### config.mk
export PLATFORM = sky130hd
export DESIGN_NAME = bus_uart_tx
export DESIGN_NICKNAME = d
export VERILOG_FILES = /design/src/rtl/bus_periph_pkg.sv /design/src/rtl/uart_tx_fifo.sv /design/src/rtl/bus_uart_tx.sv
export SDC_FILE = /design/constraint.sdc
export NUM_CORES = 1
export LEC_CHECK = 0
export CORE_ASPECT_RATIO = 1.4
export CORE_MARGIN = 2
export CORE_UTILIZATION = 54
export CTS_CLUSTER_DIAMETER = 150
export CTS_CLUSTER_SIZE = 16
export DETAILED_ROUTE_END_ITERATION = 10
export PLACE_DENSITY = 0.91
export SYNTH_ARGS = -nofsm -noshare
export SYNTH_HDL_FRONTEND = slang
export SYNTH_SLANG_ARGS = --single-unit
### constraint.sdc
create_clock -name clock -period 4.7 [get_ports clock]
set_clock_uncertainty 0.05 [all_clocks]
set_input_delay 0.94 -clock clock [delete_from_list [all_inputs] [get_ports clock]]
set_output_delay 0.94 -clock clock [all_outputs]
set_load 0.005 [all_outputs]
### src/rtl/bus_periph_pkg.sv
// Shared register map, STATUS bit positions and UART TX state encoding.
// Defining UART_TX_PARITY_EN adds the PARITY state and the even-parity helper is then used.
package bus_periph_pkg;

  localparam logic [1:0] OFF_TXDATA  = 2'd0;
  localparam logic [1:0] OFF_STATUS  = 2'd1;
  localparam logic [1:0] OFF_BAUDDIV = 2'd2;
  localparam logic [1:0] OFF_RSVD    = 2'd3;

  localparam int STAT_FULL  = 0;
  localparam int STAT_EMPTY = 1;
  localparam int STAT_BUSY  = 2;
  localparam int STAT_OVF   = 3;
  localparam int STAT_COUNT = 4;

`ifdef UART_TX_PARITY_EN
  typedef enum logic [2:0] {
    ST_IDLE   = 3'd0,
    ST_START  = 3'd1,
    ST_DATA   = 3'd2,
    ST_PARITY = 3'd3,
    ST_STOP   = 3'd4
  } tx_state_e;
`else
  typedef enum logic [1:0] {
    ST_IDLE  = 2'd0,
    ST_START = 2'd1,
    ST_DATA  = 2'd2,
    ST_STOP  = 2'd3
  } tx_state_e;
`endif

  function automatic logic even_parity(input logic [7:0] data);
    even_parity = ^data;
  endfunction

endpackage

### src/rtl/uart_tx_fifo.sv
// Synchronous first-word-fall-through byte FIFO feeding the UART shifter.
// DEPTH must be a power of two between 2 and 16 so the pointers wrap naturally.
module uart_tx_fifo #(
  parameter int DEPTH = 8
) (
  input  logic       clock,
  input  logic       reset,
  input  logic       push,
  input  logic [7:0] push_data,
  input  logic       pop,
  output logic [7:0] pop_data,
  output logic       full,
  output logic       empty,
  output logic [4:0] count
);

  localparam int         AW      = $clog2(DEPTH);
  localparam logic [4:0] DEPTH_C = 5'(DEPTH);

  logic [7:0]    mem_q [DEPTH];
  logic [AW-1:0] wr_ptr_q, wr_ptr_d;
  logic [AW-1:0] rd_ptr_q, rd_ptr_d;
  logic [4:0]    count_q, count_d;
  logic          pop_en_s, push_en_s;

  assign full     = (count_q == DEPTH_C);
  assign empty    = (count_q == 5'd0);
  assign count    = count_q;
  assign pop_data = mem_q[rd_ptr_q];

  // A pop frees a slot in the same cycle, so a push into a full FIFO is legal alongside it.
  assign pop_en_s  = pop & ~empty;
  assign push_en_s = push & (~full | pop_en_s);

  // Pointer and occupancy next-state.
  always_comb begin
    wr_ptr_d = push_en_s ? wr_ptr_q + 1'b1 : wr_ptr_q;
    rd_ptr_d = pop_en_s  ? rd_ptr_q + 1'b1 : rd_ptr_q;
    case ({push_en_s, pop_en_s})
      2'b10:   count_d = count_q + 5'd1;
      2'b01:   count_d = count_q - 5'd1;
      default: count_d = count_q;
    endcase
  end

  // Pointer and occupancy registers.
  always_ff @(posedge clock or negedge reset) begin
    if (!reset) begin
      wr_ptr_q <= {AW{1'b0}};
      rd_ptr_q <= {AW{1'b0}};
      count_q  <= 5'd0;
    end else begin
      wr_ptr_q <= wr_ptr_d;
      rd_ptr_q <= rd_ptr_d;
      count_q  <= count_d;
    end
  end

  // Storage array; contents are only meaningful between the pointers.
  always_ff @(posedge clock) begin
    if (push_en_s) begin
      mem_q[wr_ptr_q] <= push_data;
    end
  end

endmodule

### src/rtl/bus_uart_tx.sv
// Bus-attached UART transmitter: zero-wait register window, TX FIFO and framing FSM.
// Define UART_TX_PARITY_EN for 11-bit frames with an even parity bit.
module bus_uart_tx
  import bus_periph_pkg::*;
#(
  parameter logic [31:0] BASE_ADDR   = 32'h1000_0000,
  parameter int          FIFO_DEPTH  = 8,
  parameter logic [15:0] DEFAULT_DIV = 16'd433
) (
  input  logic        clock,
  input  logic        reset,
  input  logic [31:0] address,
  input  logic [31:0] write_data,
  input  logic [3:0]  byte_enable,
  input  logic        read_enable,
  input  logic        write_enable,
  output logic [31:0] read_data,
  output logic        uart_tx
);

  logic        sel_s, busy_s, bit_done_s;
  logic [1:0]  offset_s;
  logic        push_req_s, push_ok_s, pop_s;
  logic        ovf_set_s, ovf_clr_s, div_wr_s;
  logic        fifo_full_s, fifo_empty_s;
  logic [4:0]  fifo_count_s;
  logic [7:0]  fifo_head_s;
  logic [31:0] status_s;
  logic        unused_bits_s;

  tx_state_e   state_q, state_d;
  logic [7:0]  shift_q, shift_d;
  logic [2:0]  bit_idx_q, bit_idx_d;
  logic [15:0] baud_q, baud_d;
  logic [15:0] bit_div_q, bit_div_d;
  logic [15:0] div_q, div_d;
  logic        ovf_q, ovf_d;
  logic        tx_q, tx_d;

  assign sel_s      = (address[31:4] == BASE_ADDR[31:4]);
  assign offset_s   = address[3:2];
  assign push_req_s = write_enable & sel_s & (offset_s == OFF_TXDATA) & byte_enable[0];
  assign push_ok_s  = push_req_s & (~fifo_full_s | pop_s);
  assign ovf_set_s  = push_req_s & ~push_ok_s;
  assign ovf_clr_s  = write_enable & sel_s & (offset_s == OFF_STATUS) & write_data[STAT_OVF];
  assign div_wr_s   = write_enable & sel_s & (offset_s == OFF_BAUDDIV) & (byte_enable[1:0] == 2'b11);
  assign busy_s     = (state_q != ST_IDLE);
  assign bit_done_s = (baud_q == bit_div_q);
  assign uart_tx    = tx_q;

  assign unused_bits_s = ^{address[1:0], write_data[31:16], byte_enable[3:2]};

  uart_tx_fifo #(
    .DEPTH(FIFO_DEPTH)
  ) u_fifo (
    .clock    (clock),
    .reset    (reset),
    .push     (push_ok_s),
    .push_data(write_data[7:0]),
    .pop      (pop_s),
    .pop_data (fifo_head_s),
    .full     (fifo_full_s),
    .empty    (fifo_empty_s),
    .count    (fifo_count_s)
  );

  // Control registers: sticky overflow (set wins over clear) and baud divisor.
  always_comb begin
    if (ovf_set_s) begin
      ovf_d = 1'b1;
    end else if (ovf_clr_s) begin
      ovf_d = 1'b0;
    end else begin
      ovf_d = ovf_q;
    end
    div_d = div_wr_s ? write_data[15:0] : div_q;
  end

  // Frame FSM; tx_d is the line level for the state being entered so uart_tx is a flop.
  // The divisor is latched per bit, so a BAUDDIV write only affects the next bit.
  always_comb begin
    state_d   = state_q;
    shift_d   = shift_q;
    bit_idx_d = bit_idx_q;
    baud_d    = bit_done_s ? 16'd0 : baud_q + 16'd1;
    bit_div_d = bit_done_s ? div_d : bit_div_q;
    tx_d      = 1'b1;
    pop_s     = 1'b0;
    case (state_q)
      ST_IDLE: begin
        baud_d    = 16'd0;
        bit_div_d = div_d;
        if (!fifo_empty_s) begin
          pop_s     = 1'b1;
          shift_d   = fifo_head_s;
          bit_idx_d = 3'd0;
          state_d   = ST_START;
          tx_d      = 1'b0;
        end else begin
          state_d = ST_IDLE;
        end
      end
      ST_START: begin
        tx_d = 1'b0;
        if (bit_done_s) begin
          state_d = ST_DATA;
          tx_d    = shift_q[0];
        end else begin
          state_d = ST_START;
        end
      end
      ST_DATA: begin
        tx_d = shift_q[bit_idx_q];
        if (bit_done_s && (bit_idx_q == 3'd7)) begin
`ifdef UART_TX_PARITY_EN
          state_d = ST_PARITY;
          tx_d    = even_parity(shift_q);
`else
          state_d = ST_STOP;
          tx_d    = 1'b1;
`endif
        end else if (bit_done_s) begin
          bit_idx_d = bit_idx_q + 3'd1;
          tx_d      = shift_q[bit_idx_d];
        end else begin
          state_d = ST_DATA;
        end
      end
`ifdef UART_TX_PARITY_EN
      ST_PARITY: begin
        tx_d = even_parity(shift_q);
        if (bit_done_s) begin
          state_d = ST_STOP;
          tx_d    = 1'b1;
        end else begin
          state_d = ST_PARITY;
        end
      end
`endif
      ST_STOP: begin
        tx_d = 1'b1;
        if (bit_done_s && !fifo_empty_s) begin
          pop_s     = 1'b1;
          shift_d   = fifo_head_s;
          bit_idx_d = 3'd0;
          state_d   = ST_START;
          tx_d      = 1'b0;
        end else if (bit_done_s) begin
          state_d = ST_IDLE;
        end else begin
          state_d = ST_STOP;
        end
      end
      default: begin
        state_d = ST_IDLE;
        baud_d  = 16'd0;
      end
    endcase
  end

  // State and datapath registers; reset aborts any frame and idles the line.
  always_ff @(posedge clock or negedge reset) begin
    if (!reset) begin
      state_q   <= ST_IDLE;
      shift_q   <= 8'd0;
      bit_idx_q <= 3'd0;
      baud_q    <= 16'd0;
      bit_div_q <= DEFAULT_DIV;
      div_q     <= DEFAULT_DIV;
      ovf_q     <= 1'b0;
      tx_q      <= 1'b1;
    end else begin
      state_q   <= state_d;
      shift_q   <= shift_d;
      bit_idx_q <= bit_idx_d;
      baud_q    <= baud_d;
      bit_div_q <= bit_div_d;
      div_q     <= div_d;
      ovf_q     <= ovf_d;
      tx_q      <= tx_d;
    end
  end

  // Zero-wait-state read mux.
  always_comb begin
    status_s                       = 32'd0;
    status_s[STAT_FULL]            = fifo_full_s;
    status_s[STAT_EMPTY]           = fifo_empty_s;
    status_s[STAT_BUSY]            = busy_s;
    status_s[STAT_OVF]             = ovf_q;
    status_s[STAT_COUNT +: 5]      = fifo_count_s;
    read_data                      = 32'd0;
    if (sel_s && read_enable) begin
      case (offset_s)
        OFF_STATUS:  read_data = status_s;
        OFF_BAUDDIV: read_data = {16'd0, div_q};
        default:     read_data = 32'd0;
      endcase
    end else begin
      read_data = 32'd0;
    end
  end

endmodule

==> results of run 1 <==
final cells by class:
class	count	area (um^2)
Multi-Input combinational cell	302	2580
Clock buffer	18	429
Timing Repair Buffer	77	743
Clock inverter	14	126
Fill cell	744	3930
Inverter	10	37.5
Tap cell	147	184
Sequential cell	138	3790
sequential cells by signal (all words and copies together) (netlist names), 2 cells and up:
signal,flops
u_fifo.mem_q,64
u_fifo.count,5
bit_div_q,16
baud_q,16
div_q,16
state_q,2
u_fifo.rd_ptr_q,3
bit_idx_q,3
shift_q,8
u_fifo.wr_ptr_q,3
cells by family after synthesis:
group / share of synthesized area
compound gates: 0.0378
xor+xnor: 0.0537
fa+ha+maj: 0.0307
buf+inv: 0.0351
flops: 0.580
mux: 0.166
other cells: 0.000574
simple gates: 0.0964
stage by stage:
stage	total power [mW]	hold slack, ns
6_report	2.69	0.458
5_1_grt	2.75	0.478
4_1_cts	2.69	0.460
3_5_place_dp	1.46	0.428
3_3_place_gp	1.45	0.427
2_1_floorplan	1.38	0.399
report_power, final:
part,total [mW],internal [mW],switching (mW)
clock network,1.24,0.727,0.518
logic,0.127,0.0748,0.0526
registers,1.31,1.29,0.0224
Yosys cell counts (all sizes together) (9+ instances only):
master / instances / area, um^2
a22oi: 9 / 67.6
buf: 23 / 154
clkbuf: 10 / 37.5
dfrtp: 63 / 1580
dfstp: 11 / 289
edfxtp: 64 / 1920
ha: 16 / 200
inv: 10 / 37.5
mux2: 54 / 612
mux4: 20 / 450
nand2: 18 / 67.6
nand3: 9 / 45.0
nor2: 44 / 173
nor4: 10 / 83.8
xnor2: 26 / 228
xor2: 14 / 123
path summary, 6_finish.rpt:
path                       slack, ns  cells after the start                     endpoint                 startpoint
setup / recovery                0.22                      8                 read_data[1]                 address[5]
hold / removal                  0.46                      1    bit_div_q[14]$_DFFE_PN0P_  bit_div_q[14]$_DFFE_PN0P_
setup reg to reg                0.95                     13  u_fifo.count[4]$_DFFE_PN0P_   bit_div_q[5]$_DFFE_PN1P_
hold reg to reg                 0.46                      1    bit_div_q[14]$_DFFE_PN0P_  bit_div_q[14]$_DFFE_PN0P_
max in group asynchronous       2.94                      2     bit_div_q[0]$_DFFE_PN1P_                      reset
min in group asynchronous       0.65                      1         baud_q[14]$_DFF_PN0_                      reset
metal layers:
| layer | up-vias | wire, um | global-route usage |
|---|---|---|---|
| li1 | 1856 | - | - |
| met2 | 198 | 8450 | 0.463 |
| met4 | 0 | 567 | 0.115 |
| met1 | 2117 | 5690 | 0.278 |
| met3 | 51 | 768 | 0.0526 |
| met5 | - | 0 | 0 |
critical path, cell delays in order:
cell	delay, ns
clkdlybuf4s50_1	0.41
nor4_1	0.43
nand4_1	0.27
nor3_1	0.27
buf_4	0.18
nand3_1	0.25
nor2_1	0.21
clkdlybuf4s50_1	0.53
==> summary.txt, run 1 <==
Status
  – Status: complete, no violations

Yosys
  – Post-synth EDFFs: 64
  – Netlist cell types: 51
  – Ys Warns: 0
  – Mean post-synth cell area: 14.0 um^2
  – Synthesized area: 0.00653 mm^2
  – #FFs+latches synth: 138
  – Post-Syn Instances: 468
  – Post-synth ARST share: 0.536
  – Sequential share of the synthesized area: 0.580
  – Most used DFF post-synth: edfxtp_1

Die
  – Total die area: 0.0130 mm^2
  – Die H: 134 um
  – FP Rows: 47
  – Initial Util: 0.552
  – Die width: 96.9 um
  – Core ar.: 0.0118 mm^2
  – # IOs: 105

Timing
  – Sum Neg Setup Slack: 0 ns
  – Count of pins over their slew limit: 0
  – Fin crit period: 4.48 ns
  – Final hold violation count: 0
  – Period utilization: 0.953
  – RSZ-0062 raised after global routing: no
  – Final setup fails: 0
  – Worst setup slack after layout: 0.222 ns
  – FMAX: 223 MHz
  – Slew headroom: 0.286
  – Slew @ Worst Pin: 1.07 ns

Power
  – Lkg Pwr: 3.14 nW
  – PwrDens: 340 mW/mm^2
  – Max VDD drop: 0.284 mV

Placed design
  – Post-DP Area: 0.00733 mm^2
  – Placed cells: 674
  – Pre-CTS setup slack: 0.352 ns
  – Gpl congestion: 0.806
  – Final HPWL DP: 10.0 mm
  – Port Buffers: 68

Route
  – Vias: 4222
  – Length of the first detailed-routing pass in iterations: 5
  – Routed Wire Length: 15.5 mm
  – Routed len/inst: 21.9 um
  – DR iter-0 viols: 319
  – Detail Route Antenna Nets: 0
  – Remaining DRCs: 0
  – Via density: 5.98

Layout
  – Most common cell after layout, fill and taps aside: clkdlybuf4s50_1
  – Design area: 0.00789 mm^2
  – Most frequent cells in the layout: 67 x clkdlybuf4s50_1, 64 x edfxtp_1, 63 x dfrtp_1
  – P&R area growth vs syn: 20.8%
  – Nets: 634
  – Share of cells above drive strength 1: 0.179
  – Antenna diodes: 0
  – Final Util: 0.667
  – Non-filler cells, final: 706

CTS
  – Clk sink count: 138
  – Clock Tree Root: clkbuf_16
  – H-tree levels: 4
  – CTS tree: done
  – Maximum buffer depth of the clock tree: 2
  – Cts hold-fix bufs: 0
  – Total CTS buffers: 17
  – Post-CTS Setup Bufs: 0
  – Clock transition at path regs: 0.06 ns
  – Clock Latency Late Sink: 0.42 ns
  – Post-CTS Resized: 0

Run
  – Max Cap Violations: 0

GRT
  – Antenna violations before repair: 0
  – Vias in the first global route: 4563
  – Largest net degree at the start of global routing: 47
  – Global-route wire length before repair: 24.9 mm
  – Congestion Overflow GR: 0
  – GRT Total Usage: 0.252

Setup path
  – Worst EP required: 3.71 ns
  – Crit Path Max Fanout: 9
  – Critical Path Sink Type: output pin
  – CP arrival: 3.49 ns
  – Crit path kind: in2out
  – Crit start category: input port

Worst hold path
  – Worst hold-check path type: reg2reg
Power figures use the tool's default switching activity.
==> inputs of run 2 (changes only) <==
- SKIP_LAST_GASP: unset -> 1
==> results of run 2 <==
Final layout, timing and power as in run 1 (identical DEF).
==> inputs of run 3 (changes only) <==
- CORE_UTILIZATION: 54 -> 58
- PLACE_DENSITY: 0.91 -> 0.95
- clock period: 4.7 -> 5.5 ns (I/O delays scaled with it)
==> summary.txt, run 3 (same netlist as run 1, synthesis figures left out) <==
Layout
  – Antenna diodes: 0 (unchanged)
  – Most common cell after layout, fill and taps aside: clkdlybuf4s50_1
  – Top reg by flops: u_fifo.mem_q
  – P&R area growth vs syn: 20.9%
  – Most frequent cells in the layout: 67 x clkdlybuf4s50_1, 64 x edfxtp_1, 63 x dfrtp_1
  – Max reg flops: 64 (unchanged)
  – Share of cells above drive strength 1: 0.173 (-0.00592)
  – Nets: 630 (-0.63%)
  – Design area: 0.00790 mm^2 (+0.11%)

Power
  – PwrDens: 303 mW/mm^2 (-11%)
  – Lkg Pwr: 3.14 nW (about the same)
  – Max VDD drop: 0.314 mV (+11%)
  – Total Power: 2.40 mW (-11%)

Timing
  – Sum Neg Setup Slack: 0 ns (unchanged)
  – Slew @ Worst Pin: 1.13 ns (+0.0599 ns)
  – RSZ-0062 raised after global routing: no
  – Final setup fails: 0 (unchanged)
  – Final hold violation count: 0 (unchanged)
  – FMAX: 209 MHz
  – Period utilization: 0.869
  – Slew headroom: 0.240 (-0.0456)
  – Count of pins over their slew limit: 0 (unchanged)
  – Fin crit period: 4.78 ns

Die
  – Total die area: 0.0121 mm^2 (-6.7%)
  – FP Rows: 45 (-4.3%)
  – # IOs: 105 (unchanged)
  – Die H: 130 um (-3.4%)
  – Initial Util: 0.598 (+0.0454)
  – Core ar.: 0.0109 mm^2 (-7.6%)
  – Die width: 93.7 um (-3.4%)

Worst hold path
  – Min-delay src: div_q[10]$_DFF_PN0_
  – Worst hold-check path type: reg2reg

Route
  – Routed Wire Length: 15.2 mm (-1.8%)
  – Length of the first detailed-routing pass in iterations: 5 (unchanged)
  – Routed len/inst: 21.9 um (-0.35%)
  – Vias: 4214 (-0.19%)
  – Detail Route Antenna Nets: 0 (unchanged)
  – Via density: 6.05 (+1.2%)
  – Remaining DRCs: 0 (unchanged)
  – DR iter-0 viols: 375 (+18%)

CTS
  – Clock Tree Root: clkbuf_16
  – H-tree levels: 4 (unchanged)
  – CTS tree: done
  – Maximum buffer depth of the clock tree: 2 (unchanged)
  – Clk sink count: 138 (unchanged)
  – Total CTS buffers: 17 (unchanged)
  – Clock transition at path regs: 0.06 ns (about the same)
  – Clock Latency Late Sink: 0.42 ns (about the same)
  – Cts hold-fix bufs: 0 (unchanged)
  – Post-CTS Resized: 0 (unchanged)
  – Post-CTS Setup Bufs: 0 (unchanged)

Setup path
  – Crit Path Max Fanout: 9 (unchanged)
  – Crit start category: input port
  – Worst EP required: 4.35 ns (+0.64 ns)
  – Critical Path Sink Type: output pin
  – Crit path kind: in2out
  – Worst setup startpoint: address[6]
  – RR Startpoint: u_fifo.count[2]$_DFFE_PN0P_
  – CP arrival: 3.63 ns (+0.14 ns)

Run
  – Max Cap Violations: 0 (unchanged)

GRT
  – Vias in the first global route: 4666 (+2.3%)
  – Largest net degree at the start of global routing: 75 (+60%)
  – Congestion Overflow GR: 0 (unchanged)
  – Antenna violations before repair: 0 (unchanged)
  – GRT Total Usage: 0.275 (+0.0230)
  – Global-route wire length before repair: 24.4 mm (-1.9%)

Placed design
  – Post-DP Area: 0.00729 mm^2 (-0.51%)
  – Port Buffers: 68 (unchanged)
  – Final HPWL DP: 9.90 mm (-1.4%)
  – Gpl congestion: 0.911 (+13%)

Status
  – Status: complete, no violations
==> run 3: cell types whose count changed in the layout (fill, tap and decap cells not counted) <==
cell	change
clkinv_4	-3
inv_6	+2
buf_4	-4
clkinv_2	-1
bufinv_16	+2
==> run 3: layout make-up <==
type / instances / area [um^2]
clock inverters: 14 / 173
flip-flops and latches: 138 / 3790
inverters: 10 / 37.5
clock buffers: 18 / 429
well taps: 141 / 176
repair buffers: 73 / 713
multi-input cells: 302 / 2580
fillers: 634 / 3030
==> run 3: power breakdown <==
group	internal, mW	switching, mW	leakage [nW]
sequential	1.10	0.0214	1.57
combinational	0.0638	0.0444	1.29
clock	0.715	0.449	0.281
total	1.88	0.515	3.14
==> run 3: critical path: stages <==
cell and delay (ns):
clkdlybuf4s50_1 0.42, nor4_1 0.34, nand4_1 0.22, nor3_1 0.27
buf_4 0.18, nand3_1 0.27, nor2_1 0.29, clkdlybuf4s50_1 0.54
==> run 3: through the flow <==
step / instances / utilization / worst slack [ns] / hold slack (ns)
after floorplan: 483 / - / 1.55 / 0.399
after global placement: 664 / 0.668 / 0.833 / 0.433
after detailed placement: 664 / 0.668 / 0.825 / 0.426
after CTS: 696 / 0.723 / 0.751 / 0.461
after global routing: 696 / 0.723 / 0.476 / 0.480
final: 696 / 0.723 / 0.722 / 0.459
==> run 3: final timing paths <==
kind	end	slack, ns	cells past startpoint
max	read_data[1]	0.72	8
min	div_q[10]$_DFF_PN0_	0.46	1
max reg2reg	u_fifo.count[4]$_DFFE_PN0P_	1.64	13
min reg2reg	div_q[10]$_DFF_PN0_	0.46	1
max in group asynchronous	bit_idx_q[0]$_DFFE_PN0P_	3.92	2
min in group asynchronous	baud_q[7]$_DFF_PN0_	0.86	2
==> run 3: routing by layer <==
layer,routed length (um),share of wire,vias to the layer above,global-route usage
li1,-,-,1846,-
met1,5290,0.35,2101,0.301
met2,8280,0.54,210,0.494
met3,865,0.057,57,0.0599
met4,777,0.051,0,0.150
met5,0,0,-,0
